### src/rtl/fetch_unit.sv
// Instruction fetch stage: one outstanding I-cache read, small FIFO to decode.
// Define FETCH_PERF_EN to add the fetched/squashed performance counters.
module fetch_unit #(
  parameter logic [31:0] RESET_PC = 32'h0000_0060,
  parameter int          DEPTH    = 2
) (
  input  logic        clk,
  input  logic        rst,
  output logic        inst_read,
  output logic [31:0] inst_addr,
  input  logic [31:0] inst_rdata,
  input  logic        inst_resp,
  input  logic        redirect,
  input  logic [31:0] redirect_pc,
  input  logic        id_ready,
  output logic        if_valid,
  output logic [31:0] if_inst,
  output logic [31:0] if_pc,
  output logic [6:0]  if_opcode,
  output logic [2:0]  if_funct3,
  output logic [6:0]  if_funct7
`ifdef FETCH_PERF_EN
  ,
  output logic [31:0] perf_fetched,
  output logic [31:0] perf_squashed
`endif
);

  localparam int AW = $clog2(DEPTH);
  localparam logic [AW:0] FULL = (AW+1)'(DEPTH);

  typedef enum logic {REQ, SQUASH} state_t;

  state_t      state;
  logic [31:0] fetch_pc;
  logic [31:0] req_addr;
  logic        outstanding;
  logic [31:0] fifo_inst [DEPTH];
  logic [31:0] fifo_pc   [DEPTH];
  logic [AW-1:0] rd_ptr;
  logic [AW-1:0] wr_ptr;
  logic [AW:0]   count;

  logic start;
  logic take;
  logic push;
  logic pop;

  assign start = !rst && state == REQ && !outstanding
              && count < FULL && !redirect;
  assign inst_read = !rst && (outstanding || start);
  // The address stays on the stale request while a squash is pending.
  assign inst_addr = outstanding ? {req_addr[31:2], 2'b00}
                                 : {fetch_pc[31:2], 2'b00};

  assign take = inst_read && inst_resp;
  assign push = take && !redirect && state == REQ;
  assign pop  = if_valid && id_ready && !redirect;

  assign if_valid  = count != '0;
  assign if_inst   = if_valid ? fifo_inst[rd_ptr] : '0;
  assign if_pc     = if_valid ? fifo_pc[rd_ptr] : '0;
  assign if_opcode = if_inst[6:0];
  assign if_funct3 = if_inst[14:12];
  assign if_funct7 = if_inst[31:25];

  always_ff @(posedge clk) begin
    if (push) begin
      fifo_inst[wr_ptr] <= inst_rdata;
      fifo_pc[wr_ptr]   <= {fetch_pc[31:2], 2'b00};
    end
  end

  always_ff @(posedge clk) begin
    if (rst) begin
      state       <= REQ;
      fetch_pc    <= RESET_PC;
      req_addr    <= RESET_PC;
      outstanding <= 1'b0;
      rd_ptr      <= '0;
      wr_ptr      <= '0;
      count       <= '0;
    end else begin
      outstanding <= inst_read && !inst_resp;
      if (start)
        req_addr <= fetch_pc;
      unique case (1'b1)
        redirect: begin
          fetch_pc <= {redirect_pc[31:2], 2'b00};
          rd_ptr   <= '0;
          wr_ptr   <= '0;
          count    <= '0;
          state    <= (outstanding && !inst_resp) ? SQUASH : REQ;
        end
        default: begin
          if (push) begin
            wr_ptr   <= wr_ptr + 1'b1;
            fetch_pc <= fetch_pc + 32'd4;
          end
          if (pop)
            rd_ptr <= rd_ptr + 1'b1;
          count <= count + (AW+1)'(push) - (AW+1)'(pop);
          if (take && state == SQUASH)
            state <= REQ;
        end
      endcase
    end
  end

`ifdef FETCH_PERF_EN
  always_ff @(posedge clk) begin
    if (rst) begin
      perf_fetched  <= '0;
      perf_squashed <= '0;
    end else begin
      if (pop)
        perf_fetched <= perf_fetched + 32'd1;
      if (take && (redirect || state == SQUASH))
        perf_squashed <= perf_squashed + 32'd1;
    end
  end
`endif

endmodule
### config.mk
export PLATFORM = sky130hd
export DESIGN_NAME = fetch_unit
export DESIGN_NICKNAME = d
export VERILOG_FILES = /design/src/rtl/fetch_unit.sv
export SDC_FILE = /design/constraint.sdc
export NUM_CORES = 1
export LEC_CHECK = 0
export CAP_MARGIN = 20
export CORE_UTILIZATION = 46
export DETAILED_ROUTE_END_ITERATION = 6
export GPL_ROUTABILITY_DRIVEN = 0
export GPL_TIMING_DRIVEN = 0
export PLACE_DENSITY = 0.77
export SLEW_MARGIN = 20
export SYNTH_ARGS = -nofsm -noshare
export SYNTH_HDL_FRONTEND = slang
export SYNTH_SLANG_ARGS = --single-unit
### constraint.sdc
create_clock -name clk -period 5.1 [get_ports clk]
set_input_delay 1.02 -clock clk [delete_from_list [all_inputs] [get_ports clk]]
set_output_delay 1.02 -clock clk [all_outputs]
set_load 0.03 [all_outputs]
Word level (Yosys, flattened, before mapping). Memories as Yosys holds them, arrays and structs flattened. A register that Yosys moved wholly into a read port is not among the register bits. Cells that the tools add are included.

$add $sub $neg: 5. Multipliers: 0. Divide/modulo/power cells: 0. $lt $le $gt $ge: 1. Eq/ne operators: 0. Shifts and indexed selects: 0. Mux-type cells: 14. Bitwise operators: 1. Reductions and logical operators: 22.

Operator list (number): 32-bit 2-to-1 mux (5); 32-bit by 3-bit adder with 32-bit output (second input constant) (1); 1-bit logical AND (13); 1-bit 2-to-1 mux (9); 2-bit nonzero test (3); 1-bit zero test (4); 1-bit adder (second input constant) (2); 2-bit by 1-bit adder with 2-bit output (1); 2-bit less-than comparator (second input constant) (1); 2-bit OR reduction (1); 2-bit by 1-bit subtractor with 2-bit output (1); 1-bit logical OR (1); 1-bit inverter (1).

Register bits after elaboration: 70. Bits in latches: 0. Memory bits (writable): 124. Memory bits (read-only): 0. Bits of input ports: 69. Output and inout port bits: 115. Word-level logic and storage cells: 53. Memories kept: 2.

Memory list: fifo_inst (depth 2, width 32, rd ports 1, clocked after memory_dff 1, wr ports 1, RTL line 38) `logic [31:0] fifo_inst [DEPTH];`; fifo_pc (depth 2, width 30, rd ports 1, clocked after memory_dff 1, wr ports 1, RTL line 39) `logic [31:0] fifo_pc [DEPTH];`.

Logic depth before layout (Yosys ltp). Gate-level depths: netlist (run 1).

Depth after elaboration: 12. Gate-level depth with buffers: 12. Gate-level depth less buffers: 10.

Worst setup path before layout (run 1). OpenSTA, ideal clock, no wires.

Kind: in2reg. Start point: in rst. End point: mem fifo_inst[0][0] (enable). Setup time: 0.482 ns. Arrival: 4.682 ns. Data required time: 4.618 ns. Slack: -0.064 ns. Stages: 7. Buffers on the path: 3. Cells stage by stage: or2_1 -> clkbuf_1 -> nor3_2 -> inv_1 -> clkbuf_1 -> buf_2 -> nor2_1.

Cells in the longest elaborated chain, start to end: 12.

Ends and longest elaborated chain: from (decl) (RTL line 8) `input logic rst,`; 1-bit zero test (*) (RTL line 49, 51); 1-bit logical AND (2 in series) (RTL line 49) `assign start = !rst && state == REQ && !outstanding`; 1-bit logical AND (2 in series) (RTL line 50) `&& count < FULL && !redirect;`; 1-bit logical OR (RTL line 51) `assign inst_read = !rst && (outstanding || start);`; 1-bit logical AND (*) (RTL line 51); 1-bit logical AND (*) (RTL line 56) `assign take = inst_read && inst_resp;`; 1-bit logical AND (*) (2 in series) (RTL line 57) `assign push = take && !redirect && state == REQ;`; 1-bit 2-to-1 mux (*) (RTL line 68) `if (push) begin`; 1-bit 2-to-1 mux (implied by the code) (*) (RTL line 69) `fifo_inst[wr_ptr] <= inst_rdata;`; to (decl) (RTL line 38).

Every way passes the cells marked *; elsewhere a longest branch is shown, timed or not.

Worst setup path after layout (run 1).
Start point: in redirect. End point: out inst_read.

Cells in the longest elaborated chain, start to end: 4.

Ends and longest elaborated chain: from (decl) (RTL line 13) `input logic redirect,`; 1-bit zero test (RTL line 50); 1-bit logical AND (RTL line 50); 1-bit logical OR (RTL line 51); 1-bit logical AND (RTL line 51); to (decl) (RTL line 9) `output logic inst_read,`.

No other way between the ends.

==> results of run 1 <==
final timing paths:
check                                   from             end
worst max-delay path                redirect       inst_read
worst min-delay path            fetch_pc[14]  fifo_pc[0][12]
worst max register to register         state   fifo_pc[0][0]
worst min register to register  fetch_pc[14]  fifo_pc[0][12]
where the power goes:
part / switching (mW) / total (mW) / internal [mW]
Combinational: 0.202 / 0.365 / 0.163
Sequential: 0.0448 / 1.74 / 1.70
Clock: 0.564 / 1.34 / 0.776
per-stage QoR:
step                      hold slack (ns)  cells  util, %  setup slack (ns)
final                               0.452   1177     62.2             0.659
after global placement              0.436   1141     58.4             -1.00
after floorplan                     0.420    735        -             0.982
after global routing                0.468   1177     62.2             0.451
after CTS                           0.446   1177     62.2             0.693
after detailed placement            0.430   1145     58.9             0.689
per-layer routing:
metal / vias up / GRT usage [%] / wire length [um]
li1: 3062 / - / -
met1: 3064 / 28.5 / 8370
met2: 293 / 36.8 / 9960
met3: 31 / 4.85 / 1750
met4: 0 / 8.73 / 404
met5: - / 0 / 0
logic make-up (layout without fill, tap and decap cells):
| kind of cell | count (synthesis) | in the layout | synth area share (%) |
|---|---|---|---|
| flops | 191 | 191 | 60.4 |
| simple gates | 259 | 259 | 14.2 |
| mux | 90 | 90 | 11.1 |
| compound gates | 98 | 98 | 8.19 |
| other cells | 1 | 4 | 0.0447 |
| fa+ha+maj | 3 | 3 | 0.447 |
| buf+inv | 81 | 294 | 4.65 |
| xor+xnor | 9 | 9 | 0.939 |
layout make-up:
type                    count  area [um^2]
fillers                  1444         6760
flip-flops and latches    191         5060
clock buffers              20          437
clock inverters            12          158
plain buffers              69          345
multi-input cells         463         2960
inverters                  12         45.0
repair buffers            181         1840
well taps                 229          287
sequential cells by signal (all words and copies together), names as in the netlist, named ones only:
signal       count
fetch_pc        30
wr_ptr           1
req_addr        30
count            2
outstanding      1
fifo_inst       64
fifo_pc         60
state            1
rd_ptr           1
worst reg2reg max path: stages (launching register included):
cell and delay (ns):
dfxtp_1 0.35, nand2b_1 0.15, clkbuf_1 0.22, nor3_2 0.34, inv_1 0.13, clkbuf_1 0.29, buf_2 0.32, nor2_4 0.64
buf_12 0.27, buf_16 0.19
layout by cell type, fill, tap and decap left out, drive strengths merged, types with 5 or more instances in the layout:
master / instances
clkdlybuf4s50: 177
edfxtp: 124
nor2: 88
nand2: 86
dfxtp: 67
mux2i: 64
clkbuf: 56
buf: 37
o21ai: 34
mux2: 26
inv: 15
nand3: 13
nand4: 13
a31oi: 13
or4: 12
or3: 8
nor4: 7
and2: 7
nor3: 7
nand2b: 6
o211ai: 6
o311ai: 6
xor2: 5
a211oi: 5
o31a: 5
a311o: 5
o31ai: 5
clkinv: 5
==> impl_metrics.tcl, run 1 <==
set metrics [dict create \
    hold_path_depth 0 \
    ys.flop_type "edfxtp_1" \
    grt_max_degree 33 \
    antenna_cells 0 \
    finalMaxSlewViolations 0 \
    insertion_delay_ns 0.43 \
    yosysWarnings 0 \
    reg2regPathDepth 9 \
    fin_nets 1007 \
    htreeDepth 4 \
    die_w_um 137 \
    clk_pin_slew_ns 0.07 \
    period_share_pct 87.1 \
    stdcell_area_um2 11100 \
    synthesis.area_um2 8390 \
    tns_ns 0 \
    drtIter0Drc 592 \
    cts_buffers 17 \
    ys_top_cells_by_area "edfxtp_1, dfxtp_1, mux2i_1, nor2_1, nand2_1" \
    worstSetupPathType "in2out" \
    yosysMostFrequentCell "edfxtp_1" \
    cpLargestDelayFamily "buffers and inverters" \
    grt_pass1_vias 6020 \
    portBuffers 177 \
    async_flop_share_pct 0 \
    cp_max_fo 10 \
    crit_chain "clkdlybuf4s50_1, clkbuf_1, buf_1, nor3_1, nor2_1, nor2_1, clkdlybuf4s50_1" \
    skew_ns 0.00988 \
    antenna_found_initial 0 \
    io_pins 184 \
    hold_viol_final 0 \
    grt_remaining_overflow 0 \
    max_slew_margin_pct 32.6 \
    cts_tree "built" \
    finalPower_mw 3.45 \
    yosys-top-cells-count "edfxtp_1, nor2_1, nand2_1" \
    wl_per_cell_um 17.4 \
    rows 49 \
    outcome "completed" \
    core_region_area_um2 17900 \
    die_h_um 137 \
    routed_wl_um 20500 \
    synth_cell_types 52 \
    die-area_um2 18800 \
    start_kind "primary input" \
    synth_edf_count 124 \
    hp-class "reg2reg" \
    rsz0062_at_grt "false" \
    cap_violations 0 \
    dr_total_vias 6450 \
    crit_cells 7 \
    cts_setup_buffers 0 \
    fmax_mhz 225 \
    vias_per_cell 5.48 \
    area_delta_synth_final_pct 32.8 \
    path_buf_inv 4 \
    cts_resized 0 \
    worst-endpoint-arrival_ns 3.42 \
    root_buffer "clkbuf_16" \
    slowest_stage "clkdlybuf4s50_1" \
    avgSynthCellArea_um2 11.5 \
    ff2ff_setup_slack_ns 1.90 \
    cts_sinks 191 \
    max_stage_delay_ns 0.62 \
    grtUsageTotal_pct 22.3 \
    drtAntennaViolNets 0 \
    drc 0 \
    synth_top_area_share_pct 44.4 \
    initial_utilization_pct 46.9 \
    cp-end-kind "output pin" \
    dpl_cell_area_um2 10500 \
    p_leak_nw 3.64 \
    ctsHoldBuffers 0 \
    grt_pass1_wl_um 31200 \
    critPathRequiredTime_ns 4.08 \
    dpl.hpwl_um 14200 \
    drive_gt1_share_pct 9.60 \
    tightest_slew_ns 1.01 \
    ir_drop_mv 0.251 \
    yosysSeqAreaShare_pct 60.4 \
    powerDensity_nw_per_um2 310 \
    setup_viol 0 \
    synth_cells 732 \
    cts_max_path_buffers 2 \
    fin_crit_ns 4.44 \
    yosys.area.top_type "edfxtp_1" \
    ys_ff_latch 191 \
    drt_first_pass_iters 5 \
]
No activity file was read; power rests on OpenSTA's default activity.
==> run 2, diff against run 1 <==
Settings changed: GPL_TIMING_DRIVEN 0 to not set.
==> impl_metrics.tcl, run 2 (same netlist as run 1, synthesis figures left out) <==
set metrics [dict create \
    outcome "completed" \
    grtUsageTotal_pct 21.2 \
    grt_max_degree 45 \
    start_kind "primary input" \
    vias_per_cell 5.44 \
    max_slew_margin_pct 22.2 \
    tns_ns 0 \
    grt_pass1_wl_um 30000 \
    hold_viol_final 0 \
    cts_sinks 191 \
    fin_crit_ns 3.77 \
    finalNonFillerCells 1118 \
    stdcell_area_um2 10800 \
    cts_tree "built" \
    largest_reg_flops 64 \
    drt_first_pass_iters 5 \
    ctsHoldBuffers 0 \
    cts_buffers 17 \
    period_share_pct 73.9 \
    reg.largest.list "fifo_inst x64, fifo_pc x60" \
    dp.cells 1084 \
    io_pins 184 \
    worstSetupPathType "in2out" \
    fmax_mhz 265 \
    dr_total_vias 6086 \
    grt_remaining_overflow 0 \
    final_common_cell "clkdlybuf4s50_1" \
    cap_violations 0 \
    root_buffer "clkbuf_16" \
    finalPower_mw 3.31 \
    skew_ns 0.00928 \
    drc 0 \
    drive_gt1_share_pct 8.56 \
    area_delta_synth_final_pct 28.8 \
    portBuffers 177 \
    fin_nets 947 \
    rsz0062_at_grt "false" \
    die_h_um 137 \
    cp-end-kind "output pin" \
    wl_per_cell_um 17.1 \
    critPathRequiredTime_ns 4.08 \
    insertion_delay_ns 0.42 \
    hp-class "reg2reg" \
    die_w_um 137 \
    ir_drop_mv 0.245 \
    powerDensity_nw_per_um2 306 \
    worst-endpoint-arrival_ns 2.75 \
    dpl.hpwl_um 12700 \
    antenna_found_initial 1 \
    fin_util_pct 60.4 \
    initial_utilization_pct 46.9 \
    largest_register "fifo_inst" \
    dpl_cell_area_um2 10300 \
    routed_wl_um 19200 \
    p_leak_nw 3.48 \
    clk_pin_slew_ns 0.06 \
    core_region_area_um2 17900 \
    htreeDepth 4 \
    drtIter0Drc 496 \
    tightest_slew_ns 1.16 \
    cts_setup_buffers 0 \
    cp_max_fo 6 \
    drtAntennaViolNets 0 \
    final_cell_mix "clkdlybuf4s50_1, edfxtp_1, nor2_1, nand2_1, dfxtp_1" \
    cts_max_path_buffers 2 \
    rows 49 \
    finalMaxSlewViolations 0 \
    grt_pass1_vias 5720 \
    setup_viol 0 \
    cts_resized 0 \
    die-area_um2 18800 \
]
==> run 2: cell count changes in the layout (fill, tap and decap cells not counted), sizes merged <==
cell	previous run	this run
buf	37	13
bufinv	3	1
clkbuf	56	21
clkinv	5	8
clkinvlp	1	2
diode	0	1
inv	15	12
==> run 2: worst paths after layout <==
path / startpoint / end / slack [ns] / cells after the start
hold reg to reg: req_addr[18] / req_addr[18] / 0.46 / 2
setup reg to reg: outstanding / fifo_pc[0][5] / 2.06 / 5
setup / recovery: redirect / inst_read / 1.33 / 5
hold / removal: req_addr[18] / req_addr[18] / 0.46 / 2
==> run 2: critical path, cell delays in order <==
cell and delay, ns:
clkdlybuf4s50_1 0.57, nor3_1 0.20, nor2_1 0.07, nor2_1 0.19, clkdlybuf4s50_1 0.70
==> run 2: cell type report <==
| class | count | area [um^2] |
|---|---|---|
| fillers | 1458 | 7100 |
| flip-flops and latches | 191 | 5070 |
| multi-input cells | 463 | 2970 |
| repair buffers | 190 | 1900 |
| clock buffers | 21 | 440 |
| well taps | 229 | 287 |
| clock inverters | 11 | 92.6 |
| inverters | 12 | 45.0 |
| diodes | 1 | 2.50 |
==> run 2: through the flow <==
stage                     hold WS (ns)  setup WS, ns
after floorplan                  0.420         0.982
after global routing             0.479          1.24
after global placement           0.439          1.24
after detailed placement         0.448          1.20
after CTS                        0.459          1.31
final                            0.457          1.33
==> run 2: power by group <==
| group | internal [mW] | total (mW) | switching, mW |
|---|---|---|---|
| registers | 1.70 | 1.75 | 0.0515 |
| clock network | 0.670 | 1.22 | 0.548 |
| logic | 0.155 | 0.339 | 0.184 |
| total | 2.52 | 3.31 | 0.784 |
==> run 2: layer usage <==
layer | vias up | global-route usage [%] | wire, um
met5 | - | 0 | 0
met4 | 0 | 7.20 | 340
met3 | 29 | 4.59 | 1370
met2 | 253 | 34.4 | 9030
met1 | 2863 | 28.0 | 8430
li1 | 2941 | - | -
==> run 3, diff against run 2 <==
Clock period 5.1 ns to 3.18 ns, I/O delays scaled along.
==> impl_metrics.tcl, run 3 (same netlist as run 1, synthesis figures left out) <==
set metrics [dict create \
    multi_input_area_um2 2970 \
    area_delta_synth_final_pct 31.6 \
    setup_viol 0 \
    regArea_um2 5070 \
    tightest_slew_ns 0.714 \
    r2r_end "fetch_pc[16]" \
    dp.cells 1093 \
    powerDensity_nw_per_um2 511 \
    drc 0 \
    initial_utilization_pct 46.9 \
    critPathRequiredTime_ns 2.54 \
    insertion_delay_ns 0.43 \
    worstSetupPathType "reg2out" \
    final_common_cell "clkdlybuf4s50_1" \
    cts_sinks 191 \
    path_buf_inv 2 \
    hold_path_depth 2 \
    finalNonFillerCells 1126 \
    fillers 1490 \
    place_ws_ns 0.421 \
    die-area_um2 18800 \
    ff2ff_setup_slack_ns 0.78 \
    dpl.hpwl_um 13000 \
    die_w_um 137 \
    max_slew_margin_pct 52.3 \
    cts_resized 0 \
    antenna_found_initial 0 \
    dr_total_vias 6205 \
    core_region_area_um2 17900 \
    ir_drop_mv 0.379 \
    cts_setup_buffers 0 \
    crit_chain "buf_12, mux2i_1, nor2_1, clkdlybuf4s50_1" \
    grt_pass1_wl_um 30300 \
    outcome "completed" \
    crit_cells 4 \
    cts_tree "built" \
    cts_buffers 17 \
    r2r_start "fetch_pc[2]" \
    grtUsageTotal_pct 21.4 \
    portBuffers 177 \
    largest_reg_flops 64 \
    drtIter0Drc 449 \
    drive_gt1_share_pct 10.0 \
    skew_ns 0.00900 \
    p_leak_nw 3.60 \
    final_cell_mix "clkdlybuf4s50_1, edfxtp_1, nor2_1, nand2_1, dfxtp_1" \
    hold_viol_final 0 \
    start_kind "flop" \
    fin_util_pct 61.7 \
    min_to "req_addr[11]" \
    clk_pin_slew_ns 0.07 \
    fin_nets 956 \
    min_from "req_addr[11]" \
    fmax_mhz 338 \
    cpLargestDelayFamily "buffers and inverters" \
    grt_max_degree 61 \
    grt_pass1_vias 5830 \
    cp-end-kind "output pin" \
    max_stage_delay_ns 0.72 \
    cap_violations 0 \
    finalMaxSlewViolations 0 \
    tns_ns 0 \
    reg2regPathDepth 5 \
    rsz0062_at_grt "false" \
    root_buffer "clkbuf_16" \
    fin_crit_ns 2.96 \
    rows 49 \
    cts_max_path_buffers 2 \
    io_pins 184 \
    ctsHoldBuffers 0 \
    finalWorstSetupSlack_ns 0.221 \
    routed_wl_um 19600 \
    worst-endpoint-arrival_ns 2.32 \
    drt_first_pass_iters 5 \
    largest_register "fifo_inst" \
    cp_max_fo 25 \
    reg.largest.list "fifo_inst x64, fifo_pc x60" \
    grt_remaining_overflow 0 \
    antenna_cells 0 \
    die_h_um 137 \
    slowest_stage "clkdlybuf4s50_1" \
    htreeDepth 4 \
    drtAntennaViolNets 0 \
    hp-class "reg2reg" \
    vias_per_cell 5.51 \
    period_share_pct 93.1 \
    wl_per_cell_um 17.4 \
]
==> run 3: cell types whose count changed in the layout (fill, tap and decap cells not counted), sizes merged <==
cell	before	now
buf	13	23
bufinv	1	3
clkinv	8	6
clkinvlp	2	0
clkbuf	21	22
clkdlybuf4s50	177	176
diode	1	0
inv	12	13
==> run 3: power by group <==
group / switching [mW] / internal (mW) / leakage (nW) / total, mW
logic: 0.302 / 0.258 / 1.60 / 0.560
clock network: 0.911 / 1.36 / 0.317 / 2.27
registers: 0.0841 / 2.72 / 1.68 / 2.81
total: 1.30 / 4.34 / 3.60 / 5.64
==> run 3: worst max path at each step <==
stage	from	to	slack [ns]
after CTS	count[1]	if_pc[7]	0.15
after floorplan	rst	fifo_inst[0][0]	0.14
after detailed placement	redirect	fifo_inst[0][17]	0.42
after global routing	flop	if_funct7[1]	0.06
after global placement	inst_resp	fifo_inst[0][3]	0.43
final	flop	if_funct7[1]	0.22
==> run 3: metal layers <==
layer | global-route usage [%] | vias to the layer above | routed length (um)
li1 | - | 2976 | -
met1 | 27.0 | 2973 | 8110
met2 | 35.4 | 235 | 9600
met3 | 5.81 | 21 | 1660
met4 | 6.78 | 0 | 218
met5 | 0 | - | 0
==> run 3: through the flow <==
stage | power, mW | area [um^2] | hold slack (ns)
after global routing | 5.84 | 11000 | 0.483
after CTS | 5.66 | 11000 | 0.460
after floorplan | 3.15 | 8410 | 0.420
after detailed placement | 3.42 | 10400 | 0.449
final | 5.64 | 11000 | 0.458
after global placement | 3.40 | 10400 | 0.439
==> run 3: layout make-up <==
type / instances / share of cell area, %
Clock inverter: 10 / 1.34
Multi-Input combinational cell: 463 / 26.9
Clock buffer: 22 / 4.49
Timing Repair Buffer: 199 / 18.4
Sequential cell: 191 / 45.9
Tap cell: 229 / 2.59
Inverter: 12 / 0.408
==> run 3: worst min-delay path, cell delays in order (launching register included) <==
cell and delay (ns):
dfxtp_1 0.31, nand2_1 0.05, o21ai_0 0.06
